===== src/rtl/debug_hex_overlay_if.sv =====
// Pixel/colour and debug-value handshake bundle between the vga core side and the hex overlay.
interface debug_hex_overlay_if;
    logic [15:0] pix_x;
    logic [15:0] pix_y;
    logic [15:0] bg_color;
    logic        enable;
    logic [31:0] value;
    logic        value_valid;
    logic        value_ready;
    logic [15:0] color;

    modport master (
        output pix_x,
        output pix_y,
        output bg_color,
        output enable,
        output value,
        output value_valid,
        input  value_ready,
        input  color
    );

    modport slave (
        input  pix_x,
        input  pix_y,
        input  bg_color,
        input  enable,
        input  value,
        input  value_valid,
        output value_ready,
        output color
    );
endinterface


===== src/rtl/debug_hex_overlay.sv =====
// Hex debug overlay: draws a 32-bit word as 8 3x5-font digits over bg_color; colour latency 2 cycles.
// value_ready is low while a staged word waits for the next frame start; offerer holds value_valid.
module debug_hex_overlay #(
    parameter logic [15:0] ORIGIN_X   = 16'd16,
    parameter logic [15:0] ORIGIN_Y   = 16'd16,
    parameter int          SCALE_LOG2 = 1,
    parameter logic [15:0] FG_COLOR   = 16'h0FFF
) (
    input  logic               clk,
    input  logic               rst,
    debug_hex_overlay_if.slave bus
);

    localparam logic [15:0] REGION_W = 16'(32 << SCALE_LOG2);
    localparam logic [15:0] REGION_H = 16'(6 << SCALE_LOG2);

    // Glyphs packed as five 3-bit rows, top row in the most significant bits.
    function automatic logic [14:0] glyph(input logic [3:0] nib);
        logic [14:0] g;
        case (nib)
            4'h0:    g = 15'o75557;
            4'h1:    g = 15'o26227;
            4'h2:    g = 15'o71747;
            4'h3:    g = 15'o71717;
            4'h4:    g = 15'o55711;
            4'h5:    g = 15'o74717;
            4'h6:    g = 15'o74757;
            4'h7:    g = 15'o71111;
            4'h8:    g = 15'o75757;
            4'h9:    g = 15'o75717;
            4'hA:    g = 15'o75755;
            4'hB:    g = 15'o65656;
            4'hC:    g = 15'o74447;
            4'hD:    g = 15'o65556;
            4'hE:    g = 15'o74747;
            default: g = 15'o74744;
        endcase
        return g;
    endfunction

    // Handshake / frame state
    logic        at_origin_q,   at_origin_d;
    logic        staged_full_q, staged_full_d;
    logic [31:0] staged_q,      staged_d;
    logic [31:0] displayed_q,   displayed_d;

    // Stage 1
    logic        s1_region_q,   s1_region_d;
    logic [3:0]  s1_nib_q,      s1_nib_d;
    logic [2:0]  s1_row_q,      s1_row_d;
    logic [1:0]  s1_col_q,      s1_col_d;
    logic        s1_en_q,       s1_en_d;
    logic [15:0] s1_bg_q,       s1_bg_d;

    // Stage 2
    logic [15:0] color_q,       color_d;

    logic        at_origin;
    logic        frame_start;
    logic        accept;
    logic [15:0] dx;
    logic [15:0] dy;
    logic        in_region;
    logic [4:0]  dot_x;
    logic [2:0]  dot_y;
    logic [2:0]  digit;
    logic [14:0] glyph_bits;
    logic [2:0]  row_bits;
    logic        dot_on;
    logic        lit;

    always_comb begin
        at_origin     = (bus.pix_x == 16'd0) && (bus.pix_y == 16'd0);
        frame_start   = at_origin && !at_origin_q;
        accept        = bus.value_valid && !staged_full_q;

        at_origin_d   = at_origin;
        staged_full_d = staged_full_q;
        staged_d      = staged_q;
        displayed_d   = displayed_q;

        // Swap only happens with staging full and accept only with it empty,
        // so the two never compete for the staging register.
        if (frame_start && staged_full_q) begin
            displayed_d   = staged_q;
            staged_full_d = 1'b0;
        end
        if (accept) begin
            staged_d      = bus.value;
            staged_full_d = 1'b1;
        end
    end

    always_comb begin
        dx    = bus.pix_x - ORIGIN_X;
        dy    = bus.pix_y - ORIGIN_Y;
        // The >= terms stop pixels left of / above the origin aliasing in via dx/dy underflow.
        in_region = (bus.pix_x >= ORIGIN_X) && (dx < REGION_W) &&
                    (bus.pix_y >= ORIGIN_Y) && (dy < REGION_H);
        dot_x = 5'(dx >> SCALE_LOG2);
        dot_y = 3'(dy >> SCALE_LOG2);
        digit = dot_x[4:2];

        s1_region_d = in_region;
        s1_nib_d    = displayed_q[{~digit, 2'b00} +: 4];
        s1_row_d    = dot_y;
        s1_col_d    = dot_x[1:0];
        s1_en_d     = bus.enable;
        s1_bg_d     = bus.bg_color;
    end

    always_comb begin
        glyph_bits = glyph(s1_nib_q);
        row_bits   = 3'b000;
        case (s1_row_q)
            3'd0:    row_bits = glyph_bits[14:12];
            3'd1:    row_bits = glyph_bits[11:9];
            3'd2:    row_bits = glyph_bits[8:6];
            3'd3:    row_bits = glyph_bits[5:3];
            3'd4:    row_bits = glyph_bits[2:0];
            default: row_bits = 3'b000;
        endcase

        dot_on = 1'b0;
        case (s1_col_q)
            2'd0:    dot_on = row_bits[2];
            2'd1:    dot_on = row_bits[1];
            2'd2:    dot_on = row_bits[0];
            default: dot_on = 1'b0;
        endcase

        lit     = s1_region_q && s1_en_q && (s1_col_q != 2'd3) && (s1_row_q != 3'd5) && dot_on;
        color_d = lit ? FG_COLOR : s1_bg_q;
    end

    always_ff @(posedge clk or negedge rst) begin
        if (!rst) begin
            at_origin_q   <= 1'b0;
            staged_full_q <= 1'b0;
            staged_q      <= 32'd0;
            displayed_q   <= 32'd0;
            s1_region_q   <= 1'b0;
            s1_nib_q      <= 4'd0;
            s1_row_q      <= 3'd0;
            s1_col_q      <= 2'd0;
            s1_en_q       <= 1'b0;
            s1_bg_q       <= 16'd0;
            color_q       <= 16'd0;
        end else begin
            at_origin_q   <= at_origin_d;
            staged_full_q <= staged_full_d;
            staged_q      <= staged_d;
            displayed_q   <= displayed_d;
            s1_region_q   <= s1_region_d;
            s1_nib_q      <= s1_nib_d;
            s1_row_q      <= s1_row_d;
            s1_col_q      <= s1_col_d;
            s1_en_q       <= s1_en_d;
            s1_bg_q       <= s1_bg_d;
            color_q       <= color_d;
        end
    end

    assign bus.value_ready = !staged_full_q;
    assign bus.color       = color_q;

endmodule


===== src/flat_wrapper.sv =====
// flat-port wrapper written by rule: the top's interface ports become plain ports
module debug_hex_overlay_flat 
#(
    parameter logic [15:0] ORIGIN_X   = 16'd16,
    parameter logic [15:0] ORIGIN_Y   = 16'd16,
    parameter int          SCALE_LOG2 = 1,
    parameter logic [15:0] FG_COLOR   = 16'h0FFF
)
  (clk, rst, bus_pix_x, bus_pix_y, bus_bg_color, bus_enable, bus_value, bus_value_valid, bus_value_ready, bus_color);
  debug_hex_overlay_if bus_i ();
  input  logic clk;
  input  logic rst;
  input wire logic [$bits(bus_i.pix_x)-1:0] bus_pix_x;
  input wire logic [$bits(bus_i.pix_y)-1:0] bus_pix_y;
  input wire logic [$bits(bus_i.bg_color)-1:0] bus_bg_color;
  input wire logic [$bits(bus_i.enable)-1:0] bus_enable;
  input wire logic [$bits(bus_i.value)-1:0] bus_value;
  input wire logic [$bits(bus_i.value_valid)-1:0] bus_value_valid;
  output wire logic [$bits(bus_i.value_ready)-1:0] bus_value_ready;
  output wire logic [$bits(bus_i.color)-1:0] bus_color;
  assign bus_i.pix_x = bus_pix_x;
  assign bus_i.pix_y = bus_pix_y;
  assign bus_i.bg_color = bus_bg_color;
  assign bus_i.enable = bus_enable;
  assign bus_i.value = bus_value;
  assign bus_i.value_valid = bus_value_valid;
  assign bus_value_ready = bus_i.value_ready;
  assign bus_color = bus_i.color;
  debug_hex_overlay #(.ORIGIN_X(ORIGIN_X), .ORIGIN_Y(ORIGIN_Y), .SCALE_LOG2(SCALE_LOG2), .FG_COLOR(FG_COLOR)) u_core (.clk(clk), .rst(rst), .bus(bus_i));
endmodule

===== config.mk =====
export PLATFORM = sky130hd
export DESIGN_NAME = debug_hex_overlay_flat
export DESIGN_NICKNAME = d
export VERILOG_FILES = /design/src/rtl/debug_hex_overlay_if.sv /design/src/rtl/debug_hex_overlay.sv /design/src/flat_wrapper.sv
export SDC_FILE = /design/constraint.sdc
export NUM_CORES = 1
export LEC_CHECK = 0
export CAP_MARGIN = 15
export CORE_MARGIN = 3
export CORE_UTILIZATION = 35
export CTS_CLUSTER_SIZE = 28
export DETAILED_ROUTE_END_ITERATION = 10
export SLEW_MARGIN = 15
export SYNTH_ARGS = -nofsm -noshare
export SYNTH_HDL_FRONTEND = slang
export SYNTH_SLANG_ARGS = --single-unit

===== constraint.sdc =====
create_clock -name clk -period 3.7 [get_ports clk]
set_input_delay 0.74 -clock clk [delete_from_list [all_inputs] [get_ports clk]]
set_output_delay 0.74 -clock clk [all_outputs]
set_load 0.05 [all_outputs]

==> impl_metrics.ini <==
[synthesis]
ys_seq_area_frac = 0.580
synth_area_leaders = dfrtp_1 (58%), mux2_2 (9.6%), mux2_1 (6.9%), mux4_2 (3.8%), o31ai_1 (2.2%)
synth_top_area_frac = 0.580
synth_common_cells = dfrtp_1 (109), mux2_2 (40), mux2_1 (29), inv_1 (20), o31ai_1 (14)
yosys_most_used_dff = dfrtp_1
yosysUniqueCellTypes = 52
synth.most_common_cell = dfrtp_1
synth.net_count = 433
synth_enable_flop_cells = 0
ys_ff_latch = 109
avgSynthCellArea_um2 = 13.8
synth_cells = 342
async_flop_share = 1.00
yosysWarnings = 0
syn_area_um2 = 4710
synth.largest_area_cell = dfrtp_1

[power]
p_total_w = 0.00251
peakVddDrop_v = 0.000239
p_leak_nw = 2.72
power_density_nw_per_um2 = 405

[final_layout]
fill_cells = 1155
areaGrowthSynthToFinish_pct = 32.0
final_layout_size_suffix_gt1_frac = 0.170
antenna_cells = 0
final_net_count = 533
fin_util = 0.483
stdcell_area_um2 = 6210

[setup_path]
critPathLaunchType = flop
crit_path_end_kind = flop
crit_end = u_core.bus.color[7]
cp.required_ns = 3.91
arrival_ns = 2.98
r2r-end = u_core.bus.color[7]
cp-startpoint = u_core.s1_nib_q[1]
cp_max_fo = 16
rrSetupSlack_ns = 0.93
r2r_cells = 7
timing.rr.start = u_core.s1_nib_q[1]
crit_type = flop to flop

[hold_path]
hp-class = flop to flop

[cts]
clkSlewWorstSetupHoldPaths_ns = 0.07
clockRootBuffer = clkbuf_16
post_cts_buffers = 0
clk_latency_ns = 0.35
postCtsResizedCells = 0
clk_path_buf_depth = 2
cts.sinks = 109
hold_buffers = 0
cts_buffers = 9
h-tree-depth = 3
cts_tree = done

[floorplanning]
num_rows = 41
die_h_um = 122
die-area_um2 = 14900
core_area_um2 = 12900
initial_core_util = 0.365
pin_count = 101
die_w_um = 122

[timing]
rsz0062_at_grt = no
finalCritPeriodShare = 0.749
fin_crit_ns = 2.77
fmax_mhz = 361
setup_viol = 0
hold_viol_final = 0
tns_ns = 0
drv_slew = 0
slew_headroom = 0.364
worstMarginPinSlew_ns = 0.953
fin_ws_ns = 0.927
clock_skew_ns = 0.00839

[placed_design]
pre_cts_slack_ns = 0.625
io_buffers = 100
place_area_um2 = 5920
place.gp.congestion = 0.885
dp_hpwl_mm = 7.14

[run_status]
status = finished, final reports clean

[global_route]
grt_max_degree = 76
antenna_found_initial = 0
grt_usage = 0.138
grt_pass1_wl_mm = 15.8
first_global_vias = 3134
overflow = 0

[routing]
met2_length_mm = 4.96
via_per_inst = 4.93
post_drt_wl_per_cell_um = 15.5
drt-pass1-iter-count = 4
first_iter_violations = 146
routed_wl_mm = 9.59
drt_drc_violations_left = 0
drt-met1-wl_mm = 4.04
vias = 3047
highest_layer = met4
routed-wl-met3_um = 448
ant_nets = 0

[run]
maxCapViolations = 0
## worst max-delay path, stage by stage (launching register included)
cell	delay [ns]
dfrtp_1	0.45
inv_1	0.12
ha_1	0.29
or3b_2	0.48
and3_1	0.20
nor4_1	0.32
and3_1	0.58
o31ai_1	0.18
## per-layer routing
layer	vias to the layer above	track usage
met5	-	0
met4	0	0.0448
met3	12	0.0376
met2	73	0.237
met1	1514	0.167
li1	1448	-
## cells in the final DEF, fill, tap and decap left out, types with 6 or more instances in the layout
master           instances
dfrtp_1                109
clkdlybuf4s50_1         99
mux2_2                  40
mux2_1                  29
inv_1                   20
o31ai_1                 14
clkbuf_16                9
mux4_2                   8
nor3_1                   7
ha_1                     7
buf_4                    7
nor4_1                   6
## kinds of logic after synthesis
| logic type | share of synthesized area |
|---|---|
| flip-flops | 0.580 |
| XOR/XNOR | 0.00745 |
| adder cells (fa/ha/maj) | 0.0186 |
| multiplexers | 0.210 |
| buffers and inverters | 0.0351 |
| AND/OR/NAND/NOR | 0.0776 |
| AO/OA/AOI/OAI | 0.0718 |
## registers in the layout (all words and copies together) (netlist names)
name	count
u_core.at_origin_q	1
u_core.bus.color	16
u_core.displayed_q	32
u_core.s1_bg_q	16
u_core.s1_col_q	2
u_core.s1_en_q	1
u_core.s1_nib_q	4
u_core.s1_region_q	1
u_core.s1_row_q	3
u_core.staged_full_q	1
u_core.staged_q	32
## worst min path at each step
stage	end	slack, ns	cells after the start	start
finish	u_core.bus.color[11]	0.43	2	u_core.s1_bg_q[11]
global route	u_core.bus.color[10]	0.44	2	u_core.s1_bg_q[10]
CTS	u_core.bus.color[1]	0.44	2	u_core.s1_bg_q[1]
detailed placement	u_core.bus.color[1]	0.42	2	u_core.s1_bg_q[1]
global placement	u_core.bus.color[3]	0.42	2	u_core.s1_bg_q[3]
floorplan	u_core.bus.color[0]	0.41	2	u_core.s1_bg_q[0]
## metrics by stage
| step | std cells | hold slack [ns] |
|---|---|---|
| CTS | 618 | 0.435 |
| global placement | 603 | 0.416 |
| detailed placement | 603 | 0.421 |
| global route | 618 | 0.441 |
| floorplan | 342 | 0.412 |
| finish | 618 | 0.433 |
## power breakdown
| part | internal, W | switching, W | leakage [nW] |
|---|---|---|---|
| Combinational | 0.000147 | 0.000115 | 1.20 |
| Sequential | 0.00125 | 0.0000327 | 1.38 |
| Clock | 0.000530 | 0.000438 | 0.144 |
## layout make-up
class / instances / area (um^2) / share of cell area
flip-flops and latches: 109 / 2730 / 0.439
multi-input cells: 194 / 1820 / 0.292
repair buffers: 108 / 1080 / 0.174
clock buffers: 9 / 225 / 0.0362
well taps: 172 / 215 / 0.0346
inverters: 20 / 75.1 / 0.0121
clock inverters: 6 / 71.3 / 0.0115
Note: power is estimated with default switching activity, not from simulation.
